[src/rtl/nx_alu_seq_if.sv]
`timescale 1ns/1ps
`default_nettype none
// +-------------------------------------------------------------------------+
// | nx_alu_seq_if : request/result bundle for the sequential chunked adder  |
// | Rev 1.0                                                                 |
// +-------------------------------------------------------------------------+
interface nx_alu_seq_if #(
  parameter int WIDTH = 32,
  parameter int CHUNK = 8
);
  logic             IN_VALID;
  logic             IN_READY;
  logic [WIDTH-1:0] A;
  logic [WIDTH-1:0] B;
  logic             CI;
  logic             BI;
  logic             OUT_VALID;
  logic             OUT_READY;
  logic [WIDTH-1:0] Y;
  logic [WIDTH-1:0] X;
  logic             CO;
  logic             V;
  logic             BUSY;

  modport master (
    output IN_VALID, A, B, CI, BI, OUT_READY,
    input  IN_READY, OUT_VALID, Y, X, CO, V, BUSY
  );

  modport slave (
    input  IN_VALID, A, B, CI, BI, OUT_READY,
    output IN_READY, OUT_VALID, Y, X, CO, V, BUSY
  );
endinterface
`default_nettype wire

[src/rtl/nx_alu_seq.sv]
`timescale 1ns/1ps
`default_nettype none
// +-------------------------------------------------------------------------+
// | nx_alu_seq : WIDTH-bit add/sub evaluated one CHUNK-bit carry segment    |
// | per cycle, LSB first, with the inter-chunk carry held in a register.    |
// | Rev 1.0                                                                 |
// +-------------------------------------------------------------------------+
module nx_alu_seq #(
  parameter int WIDTH = 32,
  parameter int CHUNK = 8
) (
  input  logic          CK,
  input  logic          RN,
  nx_alu_seq_if.slave   bus
);
  localparam int NCHUNK = WIDTH / CHUNK;
  localparam int KW     = (NCHUNK > 1) ? $clog2(NCHUNK) : 1;
  localparam logic [KW-1:0] C_K_LAST = KW'(NCHUNK - 1);

  typedef enum logic [1:0] {
    S_IDLE = 2'd0,
    S_RUN  = 2'd1,
    S_DONE = 2'd2
  } state_t;

  state_t           r_state;
  state_t           w_state_nxt;
  logic             w_accept;
  logic             w_last;

  logic [WIDTH-1:0] r_a;
  logic [WIDTH-1:0] r_bb;
  logic             r_c;
  logic [KW-1:0]    r_k;
  logic [WIDTH-1:0] r_y;
  logic [WIDTH-1:0] r_x;
  logic             r_co;
  logic             r_v;

  logic [CHUNK-1:0] w_a_ck;
  logic [CHUNK-1:0] w_b_ck;
  logic [CHUNK-1:0] w_s;
  logic             w_cout;
  logic             w_cmsb;

  always_ff @(posedge CK or negedge RN) begin
    if (!RN) r_state <= S_IDLE;
    else     r_state <= w_state_nxt;
  end

  always_comb begin
    w_state_nxt   = r_state;
    w_accept      = 1'b0;
    bus.IN_READY  = 1'b0;
    bus.OUT_VALID = 1'b0;
    bus.BUSY      = 1'b0;
    case (r_state)
      S_IDLE: begin
        bus.IN_READY = 1'b1;
        if (bus.IN_VALID) begin
          w_accept    = 1'b1;
          w_state_nxt = S_RUN;
        end
      end
      S_RUN: begin
        bus.BUSY = 1'b1;
        if (r_k == C_K_LAST) w_state_nxt = S_DONE;
      end
      S_DONE: begin
        bus.OUT_VALID = 1'b1;
        bus.IN_READY  = bus.OUT_READY;
        // Result handshake and next accept may share one edge.
        if (bus.OUT_READY) begin
          if (bus.IN_VALID) begin
            w_accept    = 1'b1;
            w_state_nxt = S_RUN;
          end else begin
            w_state_nxt = S_IDLE;
          end
        end
      end
      default: w_state_nxt = S_IDLE;
    endcase
  end

  assign w_last = (r_state == S_RUN) && (r_k == C_K_LAST);

  assign w_a_ck = r_a[int'(r_k) * CHUNK +: CHUNK];
  assign w_b_ck = r_bb[int'(r_k) * CHUNK +: CHUNK];
  assign {w_cout, w_s} = {1'b0, w_a_ck} + {1'b0, w_b_ck} + {{CHUNK{1'b0}}, r_c};
  // Carry into the chunk MSB, recovered from the sum bit.
  assign w_cmsb = w_s[CHUNK-1] ^ w_a_ck[CHUNK-1] ^ w_b_ck[CHUNK-1];

  always_ff @(posedge CK or negedge RN) begin
    if (!RN) begin
      r_a  <= '0;
      r_bb <= '0;
      r_c  <= 1'b0;
      r_k  <= '0;
      r_y  <= '0;
      r_x  <= '0;
      r_co <= 1'b0;
      r_v  <= 1'b0;
    end else if (w_accept) begin
      r_a  <= bus.A;
      r_bb <= bus.BI ? ~bus.B : bus.B;
      r_c  <= bus.CI;
      r_k  <= '0;
    end else if (r_state == S_RUN) begin
      r_y[int'(r_k) * CHUNK +: CHUNK] <= w_s;
      r_x[int'(r_k) * CHUNK +: CHUNK] <= w_a_ck ^ w_b_ck;
      r_c <= w_cout;
      r_k <= r_k + KW'(1);
      if (w_last) begin
        r_co <= w_cout;
        r_v  <= w_cmsb ^ w_cout;
      end
    end
  end

  assign bus.Y  = r_y;
  assign bus.X  = r_x;
  assign bus.CO = r_co;
  assign bus.V  = r_v;
endmodule
`default_nettype wire

[src/flat_wrapper.sv]
// flat-port wrapper written by rule: the top's interface ports become plain ports
module nx_alu_seq_flat 
#(
  parameter int WIDTH = 32,
  parameter int CHUNK = 8
)
  (CK, RN, bus_IN_VALID, bus_A, bus_B, bus_CI, bus_BI, bus_OUT_READY, bus_IN_READY, bus_OUT_VALID, bus_Y, bus_X, bus_CO, bus_V, bus_BUSY);
  nx_alu_seq_if #(.WIDTH(WIDTH), .CHUNK(CHUNK)) bus_i ();
  input  logic CK;
  input  logic RN;
  input wire logic [$bits(bus_i.IN_VALID)-1:0] bus_IN_VALID;
  input wire logic [$bits(bus_i.A)-1:0] bus_A;
  input wire logic [$bits(bus_i.B)-1:0] bus_B;
  input wire logic [$bits(bus_i.CI)-1:0] bus_CI;
  input wire logic [$bits(bus_i.BI)-1:0] bus_BI;
  input wire logic [$bits(bus_i.OUT_READY)-1:0] bus_OUT_READY;
  output wire logic [$bits(bus_i.IN_READY)-1:0] bus_IN_READY;
  output wire logic [$bits(bus_i.OUT_VALID)-1:0] bus_OUT_VALID;
  output wire logic [$bits(bus_i.Y)-1:0] bus_Y;
  output wire logic [$bits(bus_i.X)-1:0] bus_X;
  output wire logic [$bits(bus_i.CO)-1:0] bus_CO;
  output wire logic [$bits(bus_i.V)-1:0] bus_V;
  output wire logic [$bits(bus_i.BUSY)-1:0] bus_BUSY;
  assign bus_i.IN_VALID = bus_IN_VALID;
  assign bus_i.A = bus_A;
  assign bus_i.B = bus_B;
  assign bus_i.CI = bus_CI;
  assign bus_i.BI = bus_BI;
  assign bus_i.OUT_READY = bus_OUT_READY;
  assign bus_IN_READY = bus_i.IN_READY;
  assign bus_OUT_VALID = bus_i.OUT_VALID;
  assign bus_Y = bus_i.Y;
  assign bus_X = bus_i.X;
  assign bus_CO = bus_i.CO;
  assign bus_V = bus_i.V;
  assign bus_BUSY = bus_i.BUSY;
  nx_alu_seq #(.WIDTH(WIDTH), .CHUNK(CHUNK)) u_core (.CK(CK), .RN(RN), .bus(bus_i));
endmodule
[config.mk]
export PLATFORM = sky130hd
export DESIGN_NAME = nx_alu_seq_flat
export DESIGN_NICKNAME = d
export VERILOG_FILES = /design/src/rtl/nx_alu_seq_if.sv /design/src/rtl/nx_alu_seq.sv /design/src/flat_wrapper.sv
export SDC_FILE = /design/constraint.sdc
export NUM_CORES = 1
export LEC_CHECK = 0
export CAP_MARGIN = 0
export CORE_MARGIN = 2
export CORE_UTILIZATION = 50
export CTS_CLUSTER_SIZE = 28
export DETAILED_ROUTE_END_ITERATION = 8
export PLACE_DENSITY = 0.86
export SETUP_SLACK_MARGIN = 0.15
export SLEW_MARGIN = 15
export SYNTH_ARGS = -nofsm -noshare
export SYNTH_HDL_FRONTEND = slang
export SYNTH_SLANG_ARGS = --single-unit
export TNS_END_PERCENT = 30
[constraint.sdc]
create_clock -name CK -period 4.52 [get_ports CK]
set_clock_uncertainty 0.15 [all_clocks]
set_input_delay 0.904 -clock CK [delete_from_list [all_inputs] [get_ports CK]]
set_output_delay 0.904 -clock CK [all_outputs]
set_load 0.01 [all_outputs]
Word-level counts from Yosys, hierarchy flattened:

Cells that the tools add are included.

* add/subtract/negate cells: 4
* shift operators: 5
* bitwise gates (word level): 6
* eq/ne operators: 6
* reductions and logical operators: 6
* mux-type cells: 18

Operator list (number)
* $shiftx A8 B33 Y32: 2
* $bwmux W32: 2
* $shiftx A32 B6 Y8: 2
* $neg A5 Y33: 1
* $shift A8 B33 Y32 const A: 1
* $mux W32: 1
* $not A32 Y32: 1
* $mux W2: 5
* $add A8 B8 Y9: 1
* $add A9 B1 Y9: 1
* $xor A8 B8 Y8: 1
* $mux W1: 7
* $ne A2 B2 Y1 const B: 3
* $pmux W2 S3: 1
* $reduce_and A3 Y1: 2
* $eq A2 B2 Y1 const B: 2
* $pmux W1 S2: 2
* $xor A1 B1 Y1: 3
* $add A2 B1 Y2 const B: 1
* $eq A2 B1 Y1 const B: 1
* $logic_not A2 Y1: 1
* $reduce_and A2 Y1: 1
* $reduce_bool A2 Y1: 1
* $logic_and A1 B1 Y1: 1
* $not A1 Y1: 1

* input port bits: 70
* register bits: 135
* output and inout port bits: 69
* logic and storage cells: 54

Depth between registers and ports, before layout:

* word-level depth: 6
* mapped depth: 11
* gate-level depth less buffers: 9

Least setup slack after synthesis:

No wires, ideal clock.

* path kind: flip-flop to flip-flop
* from: register u_core.r_k[0]
* to: register u_core.r_v, in the netlist u_core.bus.V
* path slack: 0.945 ns
* setup time: 0.122 ns
* data required time: 4.248 ns
* path buffers: 2
* cell stages (with the launch flop): 12
* period minus slack after synthesis: 3.575 ns
* data arrival time: 3.303 ns
* path through: dfrtp_1 > buf_4 > buf_2 > mux4_2 > fa_1 > fa_1 > a21o_1 > a21oi_1 > o31a_1 > xnor2_1 > xnor2_1 > o21ai_1

* longest elaborated chain between the ends: 6

RTL lines
* start: declaration: line nx_alu_seq.sv:34 `logic [KW-1:0] r_k;`
* start signal: assignment: line nx_alu_seq.sv:113 `r_k <= r_k + KW'(1);`
* $shiftx A32 B6 Y8 (on tied branches): line nx_alu_seq.sv:88, nx_alu_seq.sv:89
* $add A8 B8 Y9: line nx_alu_seq.sv:90 `assign {w_cout, w_s} = {1'b0, w_a_ck} + {1'b0, w_b_ck} + {{CHUNK{1'b0}}, r_c};`
* $add A9 B1 Y9: line nx_alu_seq.sv:90
* $xor A1 B1 Y1 (2 in a row): line nx_alu_seq.sv:92 `assign w_cmsb = w_s[CHUNK-1] ^ w_a_ck[CHUNK-1] ^ w_b_ck[CHUNK-1];`
* $xor A1 B1 Y1: line nx_alu_seq.sv:116 `r_v <= w_cmsb ^ w_cout;`
* end signal: assignment: line nx_alu_seq.sv:116
* end: declaration: line nx_alu_seq.sv:38 `logic r_v;`

Parallel ways exist; a longest one is shown, timed or not.
A chain may end at the register's enable or synchronous reset.

Worst setup path in the final report:

Same ends and word-level chain as after synthesis.

==> results.json <==
{
  "dr.pass1.iters": 5,
  "top_layer_used": "met4",
  "power.density_mw_per_mm2": 896,
  "synth_edf_count": 0,
  "clock_latency_ns": 0.42,
  "synth_cell_types": 38,
  "cts.path.max_buffers": 2,
  "cts_buffers": 17,
  "drive_gt1_frac": 0.161,
  "fillers": 847,
  "design_power_total_mw": 7.27,
  "dr_total_vias": 4348,
  "outcome": "finished, final reports clean",
  "cts.repair.resized": 0,
  "clock_sinks": 135,
  "fp.coreArea_mm2": 0.0119,
  "die-width_um": 114,
  "grt_antenna_before_repair": 0,
  "worstPathRequired_ns": 4.67,
  "postCtsSetupRepairBufs": 0,
  "syn2layout_area_growth_pct": 34.3,
  "dp.cells": 724,
  "worst_pin_slew_ns": 1.04,
  "synthCells": 467,
  "portBuffers": 138,
  "synth.area.top_cells": "dfrtp_1 56%, a22o_1 8.3%, mux2_2 6.0%",
  "irDropWorstVdd_mv": 0.505,
  "synth_top_area_share": 0.559,
  "synth_seq_area_share": 0.559,
  "met3_length_um": 1090,
  "yosysMostFrequentCell": "dfrtp_1",
  "cts_tree": "yes",
  "postRouteWirelength_um": 15200,
  "synth_area_mm2": 0.00604,
  "wl_met2_um": 7770,
  "critPathLaunchType": "register",
  "hold_viol_final": 0,
  "grt_usage": 0.244,
  "r2r_cells": 9,
  "dieHeight_um": 114,
  "criticalPathCategory": "reg2reg",
  "async_reset_ff_frac": 1.00,
  "setup_violations": 0,
  "grt_max_degree": 118,
  "clk_pin_slew_ns": 0.06,
  "yosysWarnings": 0,
  "drt-vias-per-instance": 5.75,
  "grt-ovfl-total": 0,
  "period_needed_ns": 3.75,
  "hold_class": "reg2reg",
  "htreeDepth": 4,
  "cap_violations": 0,
  "row_count": 40,
  "setup_ws_ns": 0.771,
  "tns_ns": 0,
  "syn_nets": 553,
  "critPathCaptureType": "register",
  "grt_setup_unrepaired": "false",
  "final_nets": 682,
  "hold_depth": 1,
  "ant_nets": 0,
  "drcViolationCount": 0,
  "synth_top_cell_by_area": "dfrtp_1",
  "ff2ff_setup_slack_ns": 0.77,
  "synthTopCellsByCount": "135 x dfrtp_1, 57 x a22o_1, 40 x a21oi_1, 38 x xnor2_1, 34 x nor2_1",
  "synth_flop_cell": "dfrtp_1",
  "max_freq_ghz": 0.267,
  "die_area_mm2": 0.0130,
  "path_max_fanout": 16,
  "pin_count": 139,
  "arrival_ns": 3.90,
  "maxSlewViolCount": 0,
  "holdBufCountCts": 0,
  "dp_hpwl_um": 10700,
  "start_util": 0.507,
  "grt_pass1_vias": 4495,
  "slew_headroom": 0.300,
  "fin_util": 0.681,
  "p_leak_nw": 3.41,
  "fin_crit_sh": 0.829,
  "grt_pass1_wl_um": 24100,
  "insertedDiodeCount": 0,
  "met1_length_um": 6110,
  "drt_iter0_drc": 368,
  "root_buffer": "clkbuf_16",
  "dp_slack_ns": 0.741,
  "wl_per_cell_um": 20.1,
  "fin_cells": 756,
  "synth-seq-cells": 135,
  "routabilityCongestion": 0.893,
  "avgSynthCellArea_um2": 12.9
}
-- kinds of logic (layout without fill, tap and decap cells) --
family | Yosys count | count (layout) | synth area share
AO/OA/AOI/OAI | 119 | 119 | 0.139
XOR/XNOR | 40 | 40 | 0.0580
adder cells (fa/ha/maj) | 16 | 16 | 0.0356
buffers and inverters | 42 | 184 | 0.0321
flip-flops | 135 | 135 | 0.559
multiplexers | 49 | 49 | 0.121
AND/OR/NAND/NOR | 66 | 66 | 0.0553
-- layout make-up --
| cell class | instances | area, um^2 | share of cell area |
|---|---|---|---|
| multi-input combinational | 290 | 2470 | 0.304 |
| sequential | 135 | 3380 | 0.416 |
| timing repair buffer | 143 | 1420 | 0.174 |
| tap | 147 | 184 | 0.0227 |
| clock inverter | 14 | 194 | 0.0239 |
| clock buffer | 18 | 439 | 0.0541 |
| inverter | 9 | 33.8 | 0.00416 |
-- final timing paths --
kind                                  start                to
max in group asynchronous                RN     u_core.r_a[9]
max                           u_core.r_k[0]      u_core.bus.V
max reg2reg                   u_core.r_k[0]      u_core.bus.V
min reg2reg                u_core.bus.X[26]  u_core.bus.X[26]
min                        u_core.bus.X[26]  u_core.bus.X[26]
min in group asynchronous                RN  u_core.bus.Y[25]
-- cells in the final DEF (no fill, tap or decap), types with 16 or more instances in the layout --
cell             synthesis  layout
a21oi_1                 40      40
a22o_1                  57      57
clkbuf_16                0      17
clkdlybuf4s50_1          0     136
dfrtp_1                135     135
mux2_2                  32      32
mux4_2                  16      16
nand2_1                 17      17
nor2_1                  34      34
xnor2_1                 38      38
-- power breakdown --
| group | internal (mW) | switching, mW |
|---|---|---|
| clock | 0.942 | 0.534 |
| combinational | 1.65 | 2.01 |
| sequential | 1.73 | 0.393 |
-- worst max-delay path: stages (launching register included) --
cell	delay, ns
dfrtp_1	0.91
mux4_2	0.65
fa_1	0.45
fa_1	0.43
a21o_1	0.18
a21oi_1	0.26
o31a_1	0.23
xnor2_1	0.16
xnor2_1	0.15
o21ai_1	0.07
-- layer usage --
layer | track usage | up-vias
met3 | 0.0515 | 29
met1 | 0.310 | 2175
met5 | 0 | -
met4 | 0.0829 | 0
met2 | 0.419 | 214
li1 | - | 1930
-- sequential cells by signal (all words and copies together) (netlist names) --
register and count:
u_core.bus.Y 32, u_core.r_state 2, u_core.r_a 32, u_core.bus.X 32
u_core.bus.V 1, u_core.r_c 1, u_core.bus.CO 1, u_core.r_bb 32
u_core.r_k 2
-- metrics by stage --
| step | instance area [um^2] | hold slack [ns] |
|---|---|---|
| after floorplan | 6040 | 0.325 |
| after global placement | 7480 | 0.319 |
| after detailed placement | 7480 | 0.340 |
| after CTS | 8110 | 0.356 |
| after global routing | 8110 | 0.369 |
| final | 8110 | 0.354 |
(Power assumes the default switching activity.)
